### src/rtl/spinn_receiver.sv
// spinn_receiver: SpiNNaker 2-of-7 NRZ link receiver, nibble assembly.
// Optional odd-parity check on framed packets: SPINN_RX_PARITY_CHK_EN.
module spinn_receiver #(
   parameter int SYNC_STAGES = 2,
   parameter int PKT_BITS    = 72
) (
   input  logic                CLK_IN,
   input  logic                RESET_IN,
   input  logic [6:0]          SL_DATA_2OF7_IN,
   output logic                SL_ACK_OUT,
   output logic [PKT_BITS-1:0] PKT_DATA_OUT,
   output logic                PKT_VLD_OUT,
   input  logic                PKT_RDY_IN,
   output logic                PKT_LONG_OUT,
   output logic                FRAME_ERR_OUT,
   output logic                PARITY_ERR_OUT
);

   localparam logic [6:0] EOP_C = 7'b1100000;

   typedef enum logic [1:0] {S_IDLE, S_RECV, S_DROP} state_t;

   state_t                      state_q, state_d;
   logic [SYNC_STAGES-1:0][6:0] sync_q;
   logic [6:0]                  ref_q;
   logic [6:0]                  sync_w;
   logic [6:0]                  chg;
   logic                        ack_q;
   logic [4:0]                  cnt_q;
   logic                        long_q;
   logic [PKT_BITS-1:0]         asm_q, asm_d;
   logic [PKT_BITS-1:0]         view;
   logic [PKT_BITS-1:0]         data_q;
   logic                        vld_q;
   logic                        plong_q;
   logic                        fe_q, fe_d;
   logic                        pe_q, pe_d;
   logic                        sym;
   logic [4:0]                  dec;
   logic                        is_data, is_eop, is_inv;
   logic [3:0]                  nib;
   logic [4:0]                  limit;
   logic                        full;
   logic                        hold;
   logic                        par_bad;
   logic                        consume, store, first, deliver;

   // Synchronise the asynchronous link wires
   always_ff @(posedge CLK_IN) begin
      if (!RESET_IN) begin
         sync_q <= '0;
      end else begin
         sync_q[0] <= SL_DATA_2OF7_IN;
         for (int i = 1; i < SYNC_STAGES; i++)
            sync_q[i] <= sync_q[i-1];
      end
   end

   assign sync_w = sync_q[SYNC_STAGES-1];
   assign chg    = sync_w ^ ref_q;
   assign sym    = ($countones(chg) > 1);

   // Map a 2-wire change pattern to {data flag, nibble}
   always_comb begin
      dec = 5'h00;
      case (chg)
         7'b0010001: dec = 5'h10;
         7'b0010010: dec = 5'h11;
         7'b0010100: dec = 5'h12;
         7'b0011000: dec = 5'h13;
         7'b0100001: dec = 5'h14;
         7'b0100010: dec = 5'h15;
         7'b0100100: dec = 5'h16;
         7'b0101000: dec = 5'h17;
         7'b1000001: dec = 5'h18;
         7'b1000010: dec = 5'h19;
         7'b1000100: dec = 5'h1A;
         7'b1001000: dec = 5'h1B;
         7'b0000011: dec = 5'h1C;
         7'b0000110: dec = 5'h1D;
         7'b0001100: dec = 5'h1E;
         7'b0001001: dec = 5'h1F;
         default:    dec = 5'h00;
      endcase
   end

   assign nib     = dec[3:0];
   assign is_data = sym & dec[4];
   assign is_eop  = sym & (chg == EOP_C);
   assign is_inv  = sym & ~is_data & ~is_eop;

   assign limit = long_q ? 5'd18 : 5'd10;
   assign full  = (cnt_q == limit);
   assign view  = long_q ? asm_q
                : {{(PKT_BITS-40){1'b0}}, asm_q[39:0]};

`ifdef SPINN_RX_PARITY_CHK_EN
   assign par_bad = ~(^view);
`else
   assign par_bad = 1'b0;
`endif

   // A deliverable EOP waits while the output slot is occupied
   assign hold = vld_q & ~PKT_RDY_IN & full & ~par_bad;

   // FSM state register
   always_ff @(posedge CLK_IN) begin
      if (!RESET_IN) state_q <= S_IDLE;
      else           state_q <= state_d;
   end

   // FSM next-state logic
   always_comb begin
      state_d = state_q;
      if (sym) begin
         case (state_q)
            S_IDLE: begin
               if (is_data)     state_d = S_RECV;
               else if (is_inv) state_d = S_DROP;
            end
            S_RECV: begin
               unique case (1'b1)
                  is_data: if (full)  state_d = S_DROP;
                  is_eop:  if (!hold) state_d = S_IDLE;
                  default: state_d = S_DROP;
               endcase
            end
            S_DROP: if (is_eop) state_d = S_IDLE;
            default: state_d = S_IDLE;
         endcase
      end
   end

   // FSM outputs: symbol consumption, storage and error strobes
   always_comb begin
      consume = 1'b0;
      store   = 1'b0;
      first   = 1'b0;
      deliver = 1'b0;
      fe_d    = 1'b0;
      pe_d    = 1'b0;
      if (sym) begin
         consume = 1'b1;
         case (state_q)
            S_IDLE: begin
               store = is_data;
               first = is_data;
               fe_d  = ~is_data;
            end
            S_RECV: begin
               unique case (1'b1)
                  is_data: begin
                     store = ~full;
                     fe_d  = full;
                  end
                  is_eop: begin
                     consume = ~hold;
                     deliver = full & ~par_bad & ~hold;
                     pe_d    = full & par_bad;
                     fe_d    = ~full;
                  end
                  default: fe_d = 1'b1;
               endcase
            end
            default: ;
         endcase
      end
   end

   // Place the incoming nibble at its slot; a new packet starts clean
   always_comb begin
      asm_d = asm_q;
      if (first) asm_d = '0;
      for (int k = 0; k < 18; k++)
         if (store && (cnt_q == 5'(k)))
            asm_d[4*k +: 4] = nib;
   end

   // Link-side state: reference, ACK, nibble count, assembly buffer
   always_ff @(posedge CLK_IN) begin
      if (!RESET_IN) begin
         ref_q  <= '0;
         ack_q  <= 1'b0;
         cnt_q  <= '0;
         long_q <= 1'b0;
         asm_q  <= '0;
         fe_q   <= 1'b0;
         pe_q   <= 1'b0;
      end else begin
         if (consume) begin
            ref_q <= sync_w;
            ack_q <= ~ack_q;
         end
         if (store)        cnt_q <= cnt_q + 5'd1;
         else if (consume) cnt_q <= '0;
         if (first) long_q <= nib[1];
         asm_q <= asm_d;
         fe_q  <= fe_d;
         pe_q  <= pe_d;
      end
   end

   // Packet output slot with valid/ready handshake
   always_ff @(posedge CLK_IN) begin
      if (!RESET_IN) begin
         vld_q   <= 1'b0;
         data_q  <= '0;
         plong_q <= 1'b0;
      end else if (deliver) begin
         vld_q   <= 1'b1;
         data_q  <= view;
         plong_q <= long_q;
      end else if (vld_q && PKT_RDY_IN) begin
         vld_q <= 1'b0;
      end
   end

   assign SL_ACK_OUT    = ack_q;
   assign PKT_DATA_OUT  = data_q;
   assign PKT_VLD_OUT   = vld_q;
   assign PKT_LONG_OUT  = plong_q;
   assign FRAME_ERR_OUT = fe_q;

`ifdef SPINN_RX_PARITY_CHK_EN
   assign PARITY_ERR_OUT = pe_q;
`else
   assign PARITY_ERR_OUT = 1'b0 & pe_q;
`endif

endmodule

### config.mk
export PLATFORM = sky130hd
export DESIGN_NAME = spinn_receiver
export DESIGN_NICKNAME = d
export VERILOG_FILES = /design/src/rtl/spinn_receiver.sv
export SDC_FILE = /design/constraint.sdc
export NUM_CORES = 1
export LEC_CHECK = 0
export ABC_CLOCK_PERIOD_IN_PS = 4000
export BUFFER_PORTS_ARGS = -buffer_cell sky130_fd_sc_hd__buf_2
export CAP_MARGIN = 25
export CELL_PAD_IN_SITES_DETAIL_PLACEMENT = 0
export CELL_PAD_IN_SITES_GLOBAL_PLACEMENT = 1
export CORE_AREA = 2 2 142 130
export DETAILED_ROUTE_END_ITERATION = 8
export DIE_AREA = 0 0 144 132
export PLACE_DENSITY_LB_ADDON = 0.1
export SYNTH_ARGS = -nofsm -noshare
export SYNTH_HDL_FRONTEND = slang
export SYNTH_SLANG_ARGS = --single-unit
### constraint.sdc
create_clock -name CLK_IN -period 4 [get_ports CLK_IN]
set_input_delay 0.8 -clock CLK_IN [delete_from_list [all_inputs] [get_ports CLK_IN]]
set_output_delay 0.8 -clock CLK_IN [all_outputs]
set_load 0.01 [all_outputs]
**Word level (Yosys, flattened, before mapping)**

Cells that the tools add are included.

- Bits of input ports: 10
- Register bits after elaboration: 177

- $add $sub $neg: 7
- Equality and inequality tests: 41
- Reduce and logical (&&, ||, !) cells: 43
- Order comparisons: 1
- Bitwise logic cells: 14
- Muxes and demuxes: 46

Operator list:

| operator | number |
|---|---|
| $mux 72 | 2 |
| $pmux 5 s16 | 1 |
| $mux 4 | 18 |
| $eq 5x4->1 const B | 8 |
| $reduce_bool 2->1 | 20 |
| $eq 7x7->1 const B | 5 |
| $eq 7x5->1 const B | 4 |
| $eq 7x6->1 const B | 4 |
| $eq 5x3->1 const B | 4 |
| $logic_and 1x1->1 | 19 |
| $mux 5 | 3 |
| $eq 7x4->1 const B | 2 |
| $mux 1 | 12 |
| $eq 5x2->1 const B | 2 |
| $eq 5x5->1 const B | 2 |
| $mux 2 | 5 |
| $ne 3x3->1 const B | 3 |
| $and 1x1->1 | 7 |
| $eq 7x2->1 const B | 1 |
| $eq 7x3->1 const B | 1 |
| $xor 7x7->7 | 1 |
| $add 1x1->2 | 3 |
| $not 1->1 | 6 |
| $pmux 1 s2 | 3 |
| 16 further kinds | 16 |

**Longest topological paths before layout**

- Depth in word-level cells: 12
- Gate-level depth with buffers: 15

**Least setup slack after synthesis**

OpenSTA, ideal clock, no wires.

- Path kind: register -> register
- Start point: register ref_q[3]
- End point: register asm_q[17]
- Slack: 0.064 ns
- Required time: 3.879 ns
- Cell stages (with the launch flop): 15
- Arrival: 3.815 ns
- Period minus slack after synthesis: 3.936 ns
- Cell sequence: dfxtp_1 > xor2_2 > inv_1 > fa_1 > inv_1 > fa_1 > ha_1 > a21oi_1 > fa_1 > nand2_1 > o211ai_1 > o31ai_2 > buf_4 > a21oi_1 > a2bb2o_1

- Longest elaborated chain between the ends: 11

Ends and longest elaborated chain:

| item | RTL line | source |
|---|---|---|
| start: declaration | 25 | `logic [6:0] ref_q;` |
| start signal: assignment | 191 | `ref_q <= sync_w;` |
| $xor 7x7->7 (*) | 60 | `assign chg = sync_w ^ ref_q;` |
| $add 1x1->2 (not written as such) | 61 | `assign sym = ($countones(chg) > 1);` |
| $add 2x2->3 (not written as such) | 61 |  |
| $add 3x3->4 (not written as such) | 61 |  |
| $gt 4x1->1 | 61 |  |
| $and 1x1->1 | 88 | `assign is_data = sym & dec[4];` |
| $mux 1 | 151 | `unique case (1'b1)` |
| $pmux 1 s2 | 144 | `case (state_q)` |
| $mux 1 | 142 | `if (sym) begin` |
| $logic_and 1x1->1 | 175 | `if (store && (cnt_q == 5'(k)))` |
| $mux 4 / $reduce_bool 2->1 (equally long branches) | n/a |  |
| end signal: assignment | 197 | `asm_q <= asm_d;` |
| end: declaration | 31 | `logic [PKT_BITS-1:0] asm_q, asm_d;` |

Mark *: on every way between the ends. The rest lies on a longest branch, timed or not.
A chain may end at the register's enable or synchronous reset.

**Final worst setup path**

- Start point: register ref_q[1]
- End point: register state_q[1]

- Longest elaborated chain between the ends: 11

Ends and longest elaborated chain:

| item | RTL line | source |
|---|---|---|
| $xor 7x7->7 (*) | 60 |  |
| $add 1x1->2 (not written as such) | 61 |  |
| $add 2x2->3 (not written as such) | 61 |  |
| $add 3x3->4 (not written as such) | 61 |  |
| $gt 4x1->1 | 61 |  |
| $and 1x1->1 | 88 |  |
| $not 1->1 | 90 | `assign is_inv = sym & ~is_data & ~is_eop;` |
| $and 1x1->1 (2 in a row) | 90 |  |
| $ne 3x3->1 (no source line) | n/a |  |
| $reduce_and 5->1 (no source line) | n/a |  |
| end signal: assignment | 109 | `else state_q <= state_d;` |
| end: declaration | 23 | `state_t state_q, state_d;` |

Marked as above.

==> flow_summary.json <==
{
  "status": "completed",
  "p_leak_nw": 3.46,
  "worst_slew_pin_slew_ns": 0.973,
  "yosysUniqueCellTypes": 57,
  "nNetsFinal": 869,
  "fmax_mhz": 256,
  "synth_area_per_cell_um2": 9.11,
  "remaining_drc_errors": 0,
  "synth_edf_count": 0,
  "fin_util_pct": 49.4,
  "endpoint_kind": "flip-flop",
  "p_total_mw": 4.07,
  "cp_slowest_cell": "fa_1",
  "dpl_cell_area_mm2": 0.00757,
  "post_drt_wl_per_cell_um": 15.8,
  "clk_path_buf_depth": 2,
  "finClkSkew_ns": 0.00999,
  "synth_xor_area_share_pct": 2.11,
  "numCtsBuffers": 17,
  "ant_nets": 0,
  "via_per_inst": 5.08,
  "synth_fa_ha_area_share_pct": 2.67,
  "grt_overflow": 0,
  "synthMuxAreaShare_pct": 2.94,
  "num-fill-cells": 1693,
  "rows": 46,
  "clockRootBuffer": "clkbuf_16",
  "clock_sink_count": 177,
  "arrival_ns": 4.22,
  "vias": 5586,
  "synth_seq_cells": 177,
  "cts_tree": "done",
  "io_pins": 87,
  "core_mm2": 0.0174,
  "hold_path.class": "reg2reg",
  "antenna_found_initial": 0,
  "worstPathMaxFanout": 6,
  "fin_crit_sh_pct": 97.5,
  "h-tree-depth": 4,
  "cellPowerDensity_mw_per_mm2": 473,
  "drive_gt1_share_pct": 24.6,
  "globalplace.congestion": 0.836,
  "yosys.area.top_type": "dfxtp_1",
  "grt_pass1_vias": 5419,
  "dp_hpwl_um": 11300,
  "die_x_um": 144,
  "maxCapViolCount": 0,
  "die-area_mm2": 0.0190,
  "setup_viol": 0,
  "grt_use_total_pct": 18.3,
  "crit_top_cell": "fa_1",
  "initial_core_util_pct": 39.8,
  "final_area_mm2": 0.00861,
  "final_hold_viol_count": 0,
  "seq_area_frac_synth_pct": 51.0,
  "synth_top_area_share_pct": 51.0,
  "crit_family": "adder cells",
  "worst-setup-path-type": "reg2reg",
  "finalSetupTns_ns": 0,
  "slew_viol_final": 0,
  "port_buffers": 85,
  "path_buf_inv": 4,
  "syn_inst": 762,
  "period_minus_slack_ns": 3.90,
  "async_reset_ff_share_pct": 0,
  "synth.net_count": 785,
  "slowest_delay_ns": 0.51,
  "grt_setup_unrepaired": "yes",
  "worstPathRequired_ns": 4.32,
  "n_antenna_cell": 0,
  "synth_top_family_by_area": "compound AO/OA/AOI/OAI gates",
  "die_h_um": 132,
  "peakVddDrop_mv": 0.311,
  "relSlewSlack_pct": 35.0,
  "post_synth_instance_area_mm2": 0.00694,
  "area_delta_synth_final_pct": 24.1,
  "grt_pass1_wl_um": 27800,
  "insertion_delay_ns": 0.43,
  "drt_wl_total_um": 17300,
  "synth_compound_area_share_pct": 18.4,
  "start_kind": "flip-flop",
  "initialDrtViolationCount": 307,
  "multi_input_area_mm2": 0.00334,
  "crit_chain": "xor2_2 > inv_2 > fa_1 > inv_1 > fa_1 > ha_1 > a21oi_2 > fa_1 > nand2_1 > o211ai_1 > o22ai_4 > buf_6 > clkbuf_16 > a21oi_2 > mux2_4",
  "synth_area_leaders": "dfxtp_1 (51%), nand2_1 (9.4%), a21oi_1 (7.1%), a2bb2o_1 (3.7%), nand3_1 (2.8%)",
  "dr.pass1.iters": 5,
  "grt_max_degree": 62,
  "ff_latch_area_mm2": 0.00355,
  "synthSimpleGateAreaFrac_pct": 18.3,
  "holdBufCountCts": 0,
  "path_clk_slew_ns": 0.07,
  "yosysWarnings": 0,
  "synth-main-ff-cell": "dfxtp_1"
}
power breakdown:
group          total (mW)  switching (mW)  internal, mW
clock network        1.68           0.677          1.01
logic               0.564           0.352         0.212
registers            1.82          0.0325          1.79
flip-flops by register name, summed over array words and instances (netlist names):
signal,flops
asm_q,72
SL_ACK_OUT,1
state_q,2
sync_q,7
long_q,1
FRAME_ERR_OUT,1
sync_w,7
PKT_VLD_OUT,1
PKT_DATA_OUT,72
ref_q,7
cnt_q,5
PKT_LONG_OUT,1
Yosys cell counts, types with 4 or more instances:
master	count
a21oi_1	98
a21oi_2	4
a22o_1	15
a2bb2o_1	26
and2_1	18
buf_2	12
buf_4	9
clkbuf_1	29
dfxtp_1	177
ha_1	10
inv_1	11
mux2i_1	17
nand2_1	173
nand3_1	39
nand4_2	4
nor2_1	15
nor3_1	17
o2bb2ai_1	14
xnor2_1	8
xor2_1	5
cells in the final DEF, fill, tap and decap left out, types with 3 or more instances in the layout:
cell / count
dfxtp_1: 173
nand2_1: 171
a21oi_1: 88
buf_2: 85
nand3_1: 37
buf_4: 23
clkbuf_16: 19
and2_1: 17
mux2i_1: 17
a22o_1: 15
nor2_1: 14
nor3_1: 14
o2bb2ai_1: 14
a2bb2o_1: 11
a21oi_2: 10
ha_1: 10
inv_1: 9
a2bb2o_4: 8
xnor2_1: 7
a2bb2o_2: 7
buf_6: 7
clkbuf_8: 5
inv_2: 4
xor2_1: 4
nor3_2: 4
a21oi_4: 4
dfxtp_2: 4
nand4_1: 3
o211ai_1: 3
a32oi_1: 3
o21ai_0: 3
o31ai_1: 3
nand4_2: 3
fa_1: 3
clkbuf_1: 3
worst register-to-register path, delay by kind of cell, from the launching register on:
kind                     cells  cell delay, ns
multiplexers                 1            0.27
AND/OR/NAND/NOR              1            0.09
flip-flops                   1            0.35
adder cells (fa/ha/maj)      4            1.68
XOR/XNOR                     1            0.19
AO/OA/AOI/OAI                4            0.77
buffers and inverters        4            0.45
through the flow:
| stage | cells | hold slack, ns | setup slack [ns] |
|---|---|---|---|
| final | 1099 | 0.434 | 0.0981 |
| after global placement | 1052 | 0.417 | 0.140 |
| after floorplan | 762 | 0.412 | 0.0640 |
| after CTS | 1084 | 0.435 | 0.0250 |
| after detailed placement | 1052 | 0.420 | 0.0289 |
| after global routing | 1099 | 0.460 | -0.139 |
cells by family (layout without fill, tap and decap cells):
logic type,after synthesis,after routing
buffers and inverters,67,164
AOI/OAI and AO/OA,187,187
adders and majority gates,13,13
muxes,19,19
DFF,177,177
and+or+nand+nor,283,283
xor gates and xnor gates,15,15
other,1,1
metal layers:
metal / vias to the layer above / part of all wire, % / wire, um / GRT usage, %
li1: 2807 / - / - / -
met4: 0 / 1.4 / 250 / 4.63
met2: 134 / 45 / 7800 / 30.1
met1: 2624 / 49 / 8500 / 24.5
met3: 21 / 4.4 / 767 / 4.00
met5: - / 0 / 0 / 0
area by class of cell:
cell class,count,area share [%]
inverters,13,0.567
well taps,240,3.49
clock inverters,7,1.13
multi-input cells,518,38.8
flip-flops and latches,177,41.2
clock buffers,25,5.87
repair buffers,119,8.91
path summary, 6_finish.rpt:
path         depth (start not counted)  slack [ns]    endpoint  startpoint
max                                 15         0.1  state_q[1]    ref_q[1]
min reg2reg                          1        0.43   sync_w[4]   sync_q[4]
max reg2reg                         15         0.1  state_q[1]    ref_q[1]
min                                  1        0.43   sync_w[4]   sync_q[4]
what timing repair did:
action                                  in CTS  in global routing
gates resized for setup                      0                 71
endpoints found under the setup margin       0                124
setup buffers                                0                 11
Note: power is estimated with default switching activity, not from simulation.
